==> config.mk <==
export PLATFORM = sky130hd
export DESIGN_NAME = ct_had_event_mc
export DESIGN_NICKNAME = d
export VERILOG_FILES = /design/src/rtl/ct_had_event_mc.sv
export SDC_FILE = /design/constraint.sdc
export NUM_CORES = 1
export LEC_CHECK = 0
export BUFFER_PORTS_ARGS = -buffer_cell sky130_fd_sc_hd__buf_2
export CAP_MARGIN = 20
export CORE_ASPECT_RATIO = 0.6
export CORE_MARGIN = 3
export CORE_UTILIZATION = 30
export CTS_CLUSTER_DIAMETER = 30
export DETAILED_ROUTE_END_ITERATION = 16
export PLACE_DENSITY = 0.54
export SYNTH_ARGS = -nofsm -noshare
export SYNTH_HDL_FRONTEND = slang
export SYNTH_SLANG_ARGS = --single-unit
==> constraint.sdc <==
create_clock -name cpuclk -period 1.9 [get_ports cpuclk]
set_clock_uncertainty 0.1 [all_clocks]
set_input_delay 0.57 -clock cpuclk [delete_from_list [all_inputs] [get_ports cpuclk]]
set_output_delay 0.57 -clock cpuclk [all_outputs]
set_load 0.02 [all_outputs]
==> src/rtl/ct_had_event_mc.sv <==
// rtl/ct_had_event_mc.sv - multi-channel HAD cross-trigger debug event unit
module ct_had_event_mc #(
  parameter int CH_NUM      = 4,
  parameter int SYNC_STAGES = 2,
  parameter int PULSE_W     = 4
) (
  input  logic              cpuclk,
  input  logic              cpurst,
  input  logic [CH_NUM-1:0] x_enter_dbg_req_i,
  input  logic [CH_NUM-1:0] x_exit_dbg_req_i,
  input  logic [CH_NUM-1:0] regs_event_enter_ie,
  input  logic [CH_NUM-1:0] regs_event_exit_ie,
  input  logic [CH_NUM-1:0] regs_event_enter_oe,
  input  logic [CH_NUM-1:0] regs_event_exit_oe,
  input  logic              ctrl_event_dbgenter,
  input  logic              ctrl_event_dbgexit,
  input  logic              rtu_yy_xx_dbgon,
  output logic              event_ctrl_enter_dbg,
  output logic              event_ctrl_exit_dbg,
  output logic [CH_NUM-1:0] event_regs_enter_src,
  output logic              event_ctrl_had_clk_en,
  output logic [CH_NUM-1:0] x_enter_dbg_req_o,
  output logic [CH_NUM-1:0] x_exit_dbg_req_o
);

  localparam int CNT_W = $clog2(PULSE_W + 1);
  localparam logic [CNT_W-1:0] CNT_LOAD = CNT_W'(PULSE_W);

  // Stage 0 takes the raw async level, stage SYNC_STAGES-1 is the safe copy.
  logic [SYNC_STAGES-1:0][CH_NUM-1:0] enter_sync;
  logic [SYNC_STAGES-1:0][CH_NUM-1:0] exit_sync;
  logic [CH_NUM-1:0] enter_lvl;
  logic [CH_NUM-1:0] exit_lvl;
  logic [CH_NUM-1:0] enter_prev;
  logic [CH_NUM-1:0] exit_prev;
  logic [CH_NUM-1:0] enter_masked;
  logic [CH_NUM-1:0] exit_masked;
  logic              enter_hit;
  logic              exit_hit;
  logic              enter_pending;
  logic [CNT_W-1:0]  enter_cnt;
  logic [CNT_W-1:0]  exit_cnt;

  assign enter_lvl    = enter_sync[SYNC_STAGES-1];
  assign exit_lvl     = exit_sync[SYNC_STAGES-1];
  assign enter_masked = enter_lvl & ~enter_prev & regs_event_enter_ie;
  assign exit_masked  = exit_lvl & ~exit_prev & regs_event_exit_ie;
  assign enter_hit    = |enter_masked;
  assign exit_hit     = |exit_masked;

  // Synchroniser chains for the inbound request levels
  always_ff @(posedge cpuclk or posedge cpurst) begin
    if (cpurst) begin
      enter_sync <= '0;
      exit_sync  <= '0;
    end else begin
      enter_sync <= {enter_sync[SYNC_STAGES-2:0], x_enter_dbg_req_i};
      exit_sync  <= {exit_sync[SYNC_STAGES-2:0], x_exit_dbg_req_i};
    end
  end

  // Previous synchronised level; a level high at reset release counts as one edge
  always_ff @(posedge cpuclk or posedge cpurst) begin
    if (cpurst) begin
      enter_prev <= '0;
      exit_prev  <= '0;
    end else begin
      enter_prev <= enter_lvl;
      exit_prev  <= exit_lvl;
    end
  end

  // Sticky enter request and its source channels; hits while in debug are dropped
  always_ff @(posedge cpuclk or posedge cpurst) begin
    if (cpurst) begin
      enter_pending        <= 1'b0;
      event_regs_enter_src <= '0;
    end else if (enter_hit && !rtu_yy_xx_dbgon) begin
      enter_pending        <= 1'b1;
      event_regs_enter_src <= enter_pending ? (event_regs_enter_src | enter_masked)
                                            : enter_masked;
    end else if (rtu_yy_xx_dbgon) begin
      enter_pending        <= 1'b0;
    end
  end

  // One-cycle exit request, only meaningful while the core is in debug
  always_ff @(posedge cpuclk or posedge cpurst) begin
    if (cpurst) begin
      event_ctrl_exit_dbg <= 1'b0;
    end else begin
      event_ctrl_exit_dbg <= exit_hit & rtu_yy_xx_dbgon;
    end
  end

  // Outbound pulse stretchers; a reload mid-pulse restarts the count
  always_ff @(posedge cpuclk or posedge cpurst) begin
    if (cpurst) begin
      enter_cnt <= '0;
      exit_cnt  <= '0;
    end else begin
      if (ctrl_event_dbgenter) begin
        enter_cnt <= CNT_LOAD;
      end else if (enter_cnt != '0) begin
        enter_cnt <= enter_cnt - CNT_W'(1);
      end
      if (ctrl_event_dbgexit) begin
        exit_cnt <= CNT_LOAD;
      end else if (exit_cnt != '0) begin
        exit_cnt <= exit_cnt - CNT_W'(1);
      end
    end
  end

  assign event_ctrl_enter_dbg  = enter_pending;
  assign x_enter_dbg_req_o     = {CH_NUM{enter_cnt != '0}} & regs_event_enter_oe;
  assign x_exit_dbg_req_o      = {CH_NUM{exit_cnt != '0}} & regs_event_exit_oe;
  assign event_ctrl_had_clk_en = (|enter_lvl) | (|exit_lvl) | enter_pending
                               | (enter_cnt != '0) | (exit_cnt != '0);

endmodule

==> results_dict.tcl, run 1 <==
set metrics [dict create \
    drc 0 \
    maxCapViolCount 0 \
    avgRoutedWirePerCell_um 12.1 \
    die_w_um 91.1 \
    stdcell_count 218 \
    yosys_most_used_dff "dfrtp_1" \
    track_usage_pct 11.3 \
    coreArea_mm2 0.00391 \
    setup.worst_path.start "exit_cnt[0]" \
    p_leak_nw 0.969 \
    rsz0062_at_grt "true" \
    die_y_um 57.0 \
    status "finished, violations left" \
    synthTopCellsByArea "dfrtp_1 69%, and2_1 3.8%, ha_1 3.8%" \
    yosysSeqAreaShare_pct 69.2 \
    violations "setup timing" \
    grt_max_degree 37 \
    port-buffer-count 43 \
    fmax_mhz 464 \
    finalWirelength_mm 2.65 \
    clock_tree.root_cell "clkbuf_8" \
    period_needed_ps 2160 \
    hpwl_mm 1.87 \
    period_share_pct 114 \
    insertion_delay_ps 280 \
    routabilityCongestion 0.739 \
    gr-max-usage-layer "met2" \
    numClockSinks 36 \
    start_kind "flop" \
    synth_warnings 0 \
    netlist_area_mm2 0.00130 \
    drive_gt1_share_pct 54.7 \
    area_growth_pct 48.8 \
    end_kind "output pin" \
    num-nets-final 193 \
    finalHoldViolations 0 \
    via_per_inst 4.22 \
    min_path_type "flop to flop" \
    drt_iter0_drc 60 \
    cts-htree-levels 2 \
    min_from "exit_sync[0]" \
    cts_buffer_depth 2 \
    grt_pass1_vias 994 \
    dieArea_mm2 0.00519 \
    dpl.cell_count 201 \
    worstPathMaxFanout 2 \
    synth_top_cell_by_area "dfrtp_1" \
    synth_cell_types 23 \
    grt_first_pass_wirelength_mm 4.55 \
    slew_headroom_pct 71.7 \
    p_total_mw 2.36 \
    synth_most_common_cell "dfrtp_1" \
    final_area_mm2 0.00194 \
    crit_type "flop to output pin" \
    setup_slack_ps -257 \
    synth_area_per_cell_um2 13.6 \
    synthCells 96 \
    synth_nets 129 \
    dr.pass1.iters 4 \
    synthArstFlopShare_pct 100 \
    whs_ps 246 \
    place_ws_ps -49.6 \
    setup_viol 9 \
    ant_nets 0 \
    ir_worst_vdd_uv 509 \
    cts_buffers 5 \
    grt-ovfl-total 0 \
    synth_top_cell_area_share_pct 69.2 \
    clk_pin_slew_ps 70 \
    tightest_slew_ps 421 \
    placed_area_mm2 0.00165 \
    utilization_pct 49.5 \
    setup_tns_ps -1670 \
    final_max_slew_viol_count 0 \
    antenna_found_initial 0 \
    met1_usage_pct 14.0 \
    power.density_mw_per_mm2 1220 \
    vias 920 \
    antenna_cells 0 \
    ys_seq_elements 36 \
    cp.required_ps 1230 \
    met2_usage_pct 17.7 \
    rr_startpoint "exit_cnt[0]" \
    met3_usage_pct 4.87 \
    cts_tree "built" \
    arrival_ps 1490 \
    rows 17 \
    initial_core_util_pct 33.3 \
    synth_edf_count 0 \
    num_io_pins 44 \
    ys_top_cells_by_count "36 x dfrtp_1, 9 x inv_1, 8 x and2_1, 5 x nor2_1" \
]
worst max-delay path, stage by stage (launching register included):
cell and delay, ps:
dfrtp_1 390, inv_2 80, ha_4 150, nand2b_4 60, nor4_4 270, nand3_2 100, buf_6 160
final timing paths:
path / endpoint / slack [ps] / cells past startpoint
worst min-delay path: exit_lvl[0] / 250 / 0
min in group asynchronous: exit_sync[3] / 270 / 3
worst min register to register: exit_lvl[0] / 250 / 0
worst max-delay path: event_ctrl_had_clk_en / -260 / 6
worst max register to register: exit_cnt[1] / 410 / 7
max in group asynchronous: enter_cnt[2] / 1120 / 3
state kept, by name, summed over array words and instances, names as in the netlist:
name,cells
event_regs_enter_src,4
exit_sync,4
enter_sync,4
event_ctrl_enter_dbg,1
enter_cnt,3
exit_prev,4
enter_prev,4
exit_lvl,4
exit_cnt,3
event_ctrl_exit_dbg,1
enter_lvl,4
metal layers:
| layer | share of wire (%) | wire [um] | vias up |
|---|---|---|---|
| met5 | 0 | 0 | - |
| met3 | 5.9 | 155 | 6 |
| met2 | 50 | 1310 | 20 |
| li1 | - | - | 451 |
| met4 | 1.9 | 50 | 0 |
| met1 | 43 | 1130 | 443 |
where the power goes:
part           internal [mW]  switching, mW
Sequential             0.867         0.0631
Clock                  0.289          0.252
Combinational          0.506          0.382
layout by cell type, fill, tap and decap left out:
| cell type | count |
|---|---|
| nand3_2 | 1 |
| nand2b_4 | 2 |
| inv_1 | 5 |
| and3b_2 | 2 |
| buf_4 | 14 |
| o31ai_1 | 2 |
| ha_1 | 2 |
| nor3_1 | 1 |
| a21oi_1 | 3 |
| inv_2 | 4 |
| nand2_1 | 3 |
| xnor2_1 | 2 |
| dfrtp_1 | 36 |
| clkinv_2 | 2 |
| o41ai_4 | 1 |
| nor4_4 | 1 |
| nand3b_1 | 1 |
| o21a_1 | 1 |
| and2_4 | 8 |
| and3b_1 | 2 |
| nor2_1 | 5 |
| buf_2 | 34 |
| a22o_1 | 4 |
| clkbuf_8 | 6 |
| o22ai_1 | 1 |
| o21ai_0 | 1 |
| nor4_1 | 2 |
| ha_4 | 2 |
| a211oi_1 | 2 |
| buf_6 | 11 |
final cells by class:
| cell class | instances | area [um^2] |
|---|---|---|
| clock buffers | 6 | 82.6 |
| well taps | 57 | 71.3 |
| fillers | 348 | 1980 |
| inverters | 9 | 33.8 |
| flip-flops and latches | 36 | 901 |
| multi-input cells | 49 | 440 |
| clock inverters | 2 | 10.0 |
| repair buffers | 59 | 399 |
what timing repair did:
action | 4_1_cts | 5_1_grt
gates resized for setup | 33 | 5
setup buffers | 6 | 3
hold buffers | 0 | 0
pin swaps | 7 | 7
setup endpoints to repair | 9 | 9
logic make-up after synthesis:
kind of cell | share of synthesized area [%]
DFF | 69.2
and+or+nand+nor | 12.8
AOI/OAI and AO/OA | 9.70
buffers and inverters | 3.17
adders and majority gates | 3.84
xor gates and xnor gates | 1.35
(Power assumes the default switching activity.)
==> run 2: changes to the inputs <==
--- a/config.mk
+++ b/config.mk
@@ -12,7 +12,7 @@
 export CORE_UTILIZATION = 30
 export CTS_CLUSTER_DIAMETER = 30
 export DETAILED_ROUTE_END_ITERATION = 16
-export PLACE_DENSITY = 0.54
 export SYNTH_ARGS = -nofsm -noshare
 export SYNTH_HDL_FRONTEND = slang
 export SYNTH_SLANG_ARGS = --single-unit
+export TNS_END_PERCENT = 1
==> run 2 against run 1 <==
The run still ends with setup timing left. Register-to-register slack improved by 30 ps. Routed wire length is 1.4% higher. Design area fell by 4.1%. Clock-buffer cell count did not move. Combinational power down 14%. Critical endpoint unchanged. Largest power group unchanged. Highest routed layer unchanged.
==> results_dict.tcl, run 2 (synthesis results as in run 1) <==
set metrics [dict create \
    cts_buffers 5 \
    cts-htree-levels 2 \
    numClockSinks 36 \
    cts_buffer_depth 2 \
    rr_startpoint "enter_lvl[2]" \
    ant_nets 0 \
    slew_headroom_pct 71.2 \
    antenna_found_initial 0 \
    hpwl_mm 1.97 \
    violations "setup timing" \
    worstReg2RegEnd "event_regs_enter_src[0]" \
    start_kind "flop" \
    postCtsHoldBufs 0 \
    min_path_type "flop to flop" \
    maxCapViolCount 0 \
    worstPathMaxFanout 2 \
    setup_slack_ps -308 \
    r2r_slack_ps 440 \
    status "finished, violations left" \
    coreArea_mm2 0.00391 \
    antenna_cells 0 \
    dr.pass1.iters 5 \
    swShare_pct 29.1 \
    avgRoutedWirePerCell_um 12.5 \
    power_frac_seq_pct 39.9 \
    final_common_cell "buf_2" \
    arrival_ps 1540 \
    tightest_slew_ps 432 \
    dieArea_mm2 0.00519 \
    finalWirelength_mm 2.68 \
    cts_tree "built" \
    rows 17 \
    layout_common_cells "41 x buf_2, 36 x dfrtp_1, 13 x buf_4, 8 x and2_1" \
    crit_path_end "event_ctrl_had_clk_en" \
    drt_iter0_drc 27 \
    whs_ps 248 \
    die_y_um 57.0 \
    track_usage_pct 11.1 \
    drc 0 \
    finalHoldViolations 0 \
    ir_worst_vdd_uv 405 \
    insertion_delay_ps 280 \
    port-buffer-count 43 \
    grt_max_degree 37 \
    period_needed_ps 2210 \
    rr_worst_depth 3 \
    grt_first_pass_wirelength_mm 4.43 \
    p_clk_share_pct 27.5 \
    combPwrFrac_pct 32.5 \
    grt_pass1_vias 925 \
    area_growth_pct 42.7 \
    utilization_pct 47.5 \
    setup.worst_path.start "exit_cnt[1]" \
    drive_gt1_share_pct 48.1 \
    register_area_um2 901 \
    clk_pin_slew_ps 70 \
    clock_tree.root_cell "clkbuf_8" \
    setup_tns_ps -1810 \
    rsz0062_at_grt "true" \
    setup_viol 9 \
    routabilityCongestion 0.654 \
    p_total_mw 2.34 \
    grt-ovfl-total 0 \
    multi_input_area_um2 420 \
    cp.required_ps 1230 \
    crit_type "flop to output pin" \
    power.density_mw_per_mm2 1260 \
    end_kind "output pin" \
    period_share_pct 116 \
    internal-power_mw 1.66 \
    die_w_um 91.1 \
    p_leak_nw 0.927 \
    num_io_pins 44 \
    initial_core_util_pct 33.3 \
    fill_cells 368 \
    p_sw_mw 0.679 \
    vias 905 \
    num-nets-final 190 \
    via_per_inst 4.21 \
    fmax_mhz 453 \
    final_max_slew_viol_count 0 \
]
## run 2: cell types whose count changed in the layout (fill, tap and decap cells not counted), moves of 7 or more
cell    delta
buf_6      -9
and2_4     -8
and2_1     +8
buf_2      +7
## run 2: worst min path at each step
stage                        from            to  cells after the start
floorplan           enter_sync[0]  enter_lvl[0]                      0
global placement     exit_sync[2]   exit_lvl[2]                      0
detailed placement   exit_sync[2]   exit_lvl[2]                      0
CTS                  exit_sync[2]   exit_lvl[2]                      0
global route         exit_sync[3]   exit_lvl[3]                      0
finish               exit_sync[2]   exit_lvl[2]                      0
## run 2: timing repair
item,4_1_cts,5_1_grt
setup buffers,2,3
pin swaps,2,2
resized for setup,8,6
endpoints found under the setup margin,9,9
## run 2: critical path, cell delays in order, from the launching register on
cell      delay [ps]
dfrtp_1          390
inv_2             90
ha_4             150
nand2b_4          70
nor4_4           280
nand3_2          120
buf_6            160
## run 2: cell type report
type	count	share of cell area (%)
clock buffers	6	3.90
repair buffers	56	17.5
inverters	9	1.82
well taps	57	3.84
multi-input cells	49	22.6
clock inverters	2	1.88
flip-flops and latches	36	48.5
## run 2: layer usage
layer  vias up  track usage (%)  share of wire [%]
li1        443                -                  -
met1       442             13.3                 42
met2        16             17.7                 52
met3         4             5.01                5.7
met4         0             4.51               0.60
met5         -                0                  0
## run 2: power groups by stage
stage | Sequential [mW] | Combinational (mW) | Clock, mW
floorplan | 0.950 | 0.347 | 0
global placement | 0.931 | 0.561 | 0
detailed placement | 0.939 | 0.582 | 0
CTS | 0.929 | 0.666 | 0.660
global route | 0.942 | 0.846 | 0.695
finish | 0.933 | 0.759 | 0.643
## run 2: stage by stage
step	instances	instance area, um^2	worst slack [ps]
6_report	215	1860	-308
5_1_grt	215	1860	-387
4_1_cts	212	1810	-327
3_5_place_dp	202	1660	-67.5
3_3_place_gp	202	1660	-29.4
2_1_floorplan	96	1330	-6.24
==> run 3: changes to the inputs <==
==> constraint.sdc (replaced) <==
create_clock -name cpuclk -period 1.86 [get_ports cpuclk]
set_clock_uncertainty 0.1 [all_clocks]
set_input_delay 0.558 -clock cpuclk [delete_from_list [all_inputs] [get_ports cpuclk]]
set_output_delay 0.558 -clock cpuclk [all_outputs]
set_load 0.02 [all_outputs]
==> run 3 against run 2 <==
The run still ends with setup timing left. Core utilization fell by 0.80 points. Flip-flop and latch count unchanged. Clock power shrank 14%. Routed wire length is 7.3% lower. Register-to-register slack worse by 20 ps. Highest routed layer unchanged.
==> results_dict.tcl, run 3 (synthesis results as in run 1) <==
set metrics [dict create \
    dr.pass1.iters 4 \
    via_per_inst 4.15 \
    period_needed_ps 2180 \
    arrival_ps 1520 \
    track_usage_pct 10.7 \
    final_common_cell "buf_2" \
    antenna_cells 0 \
    utilization_pct 46.7 \
    vias 889 \
    slew_headroom_pct 71.3 \
    grt-ovfl-total 0 \
    postCtsHoldBufs 0 \
    place_ws_ps -123 \
    rows 17 \
    coreArea_mm2 0.00391 \
    cts-htree-levels 2 \
    num-nets-final 189 \
    fmax_mhz 459 \
    cts_buffers 5 \
    min_path_type "input port to asynchronous set/reset pin" \
    p_leak_nw 0.910 \
    dieArea_mm2 0.00519 \
    cts_tree "built" \
    setup_slack_ps -321 \
    status "finished, violations left" \
    numClockSinks 36 \
    num_io_pins 44 \
    grt_first_pass_wirelength_mm 4.33 \
    clk_pin_slew_ps 70 \
    whs_ps 248 \
    end_kind "output pin" \
    rsz0062_at_grt "true" \
    finalWirelength_mm 2.49 \
    tightest_slew_ps 430 \
    die_w_um 91.1 \
    r2r_slack_ps 420 \
    grt_max_degree 37 \
    area_growth_pct 40.3 \
    finalHoldViolations 0 \
    period_share_pct 117 \
    avgRoutedWirePerCell_um 11.6 \
    violations "setup timing" \
    p_total_mw 2.25 \
    cts_buffer_depth 2 \
    hpwl_mm 1.90 \
    start_kind "flop" \
    layout_common_cells "42 x buf_2, 36 x dfrtp_1, 12 x buf_4, 8 x and2_1, 6 x clkbuf_8" \
    antenna_found_initial 0 \
    initial_core_util_pct 33.3 \
    grt_pass1_vias 944 \
    fill_cells 379 \
    insertion_delay_ps 290 \
    ir_worst_vdd_uv 550 \
    die_y_um 57.0 \
    maxCapViolCount 0 \
    port-buffer-count 43 \
    setup_viol 9 \
    ant_nets 0 \
    drive_gt1_share_pct 47.1 \
    crit_type "flop to output pin" \
    clock_tree.root_cell "clkbuf_8" \
    final_max_slew_viol_count 0 \
    worstPathMaxFanout 2 \
    power.density_mw_per_mm2 1230 \
    routabilityCongestion 0.656 \
    drc 0 \
    drt_iter0_drc 41 \
    cp.required_ps 1200 \
]
-- run 3: layout make-up --
class                           instances  area, um^2  share of cell area, %
Tap cell                               57        71.3                   3.90
Timing Repair Buffer                   55         312                   17.0
Multi-Input combinational cell         49         420                   23.0
Inverter                                9        33.8                   1.85
Clock buffer                            8        90.1                   4.93
Sequential cell                        36         901                   49.3
-- run 3: final timing paths --
kind,startpoint,end,cells after the start
max in group asynchronous,cpurst,exit_cnt[1],3
max reg2reg,enter_lvl[2],event_regs_enter_src[1],3
max,exit_cnt[0],event_ctrl_had_clk_en,6
min reg2reg,exit_sync[2],exit_lvl[2],0
min,cpurst,exit_lvl[0],3
min in group cpuclk,exit_sync[2],exit_lvl[2],0
-- run 3: power by group --
part	total, mW	switching [mW]	internal (mW)
Combinational	0.748	0.357	0.391
Clock	0.555	0.253	0.302
Sequential	0.949	0.0637	0.886
-- run 3: critical path: stages, from the launching register on --
cell	delay [ps]
dfrtp_1	390
inv_2	80
ha_4	150
nand2b_4	60
nor4_4	290
nand3_2	110
buf_6	150
-- run 3: repair_timing --
item                                    4_1_cts  5_1_grt
gates resized for setup                      12        0
endpoints found under the setup margin        9        9
pin swaps                                     4        2
setup buffers                                 1        1
endpoints found under the hold margin         0        0
gates cloned                                  0        0
-- run 3: metrics by stage --
stage | cell area (um^2) | cells | TNS, ps
floorplan | 1330 | 96 | -34.2
global placement | 1680 | 204 | -162
detailed placement | 1680 | 204 | -440
CTS | 1820 | 213 | -2210
global route | 1830 | 214 | -2650
finish | 1830 | 214 | -2060
-- run 3: routing by layer --
layer	vias up	global-route usage [%]	share of wire, %
li1	443	-	-
met1	420	13.1	45
met2	21	16.8	48
met3	5	4.22	5.3
met4	0	5.15	1.9
met5	-	0	0
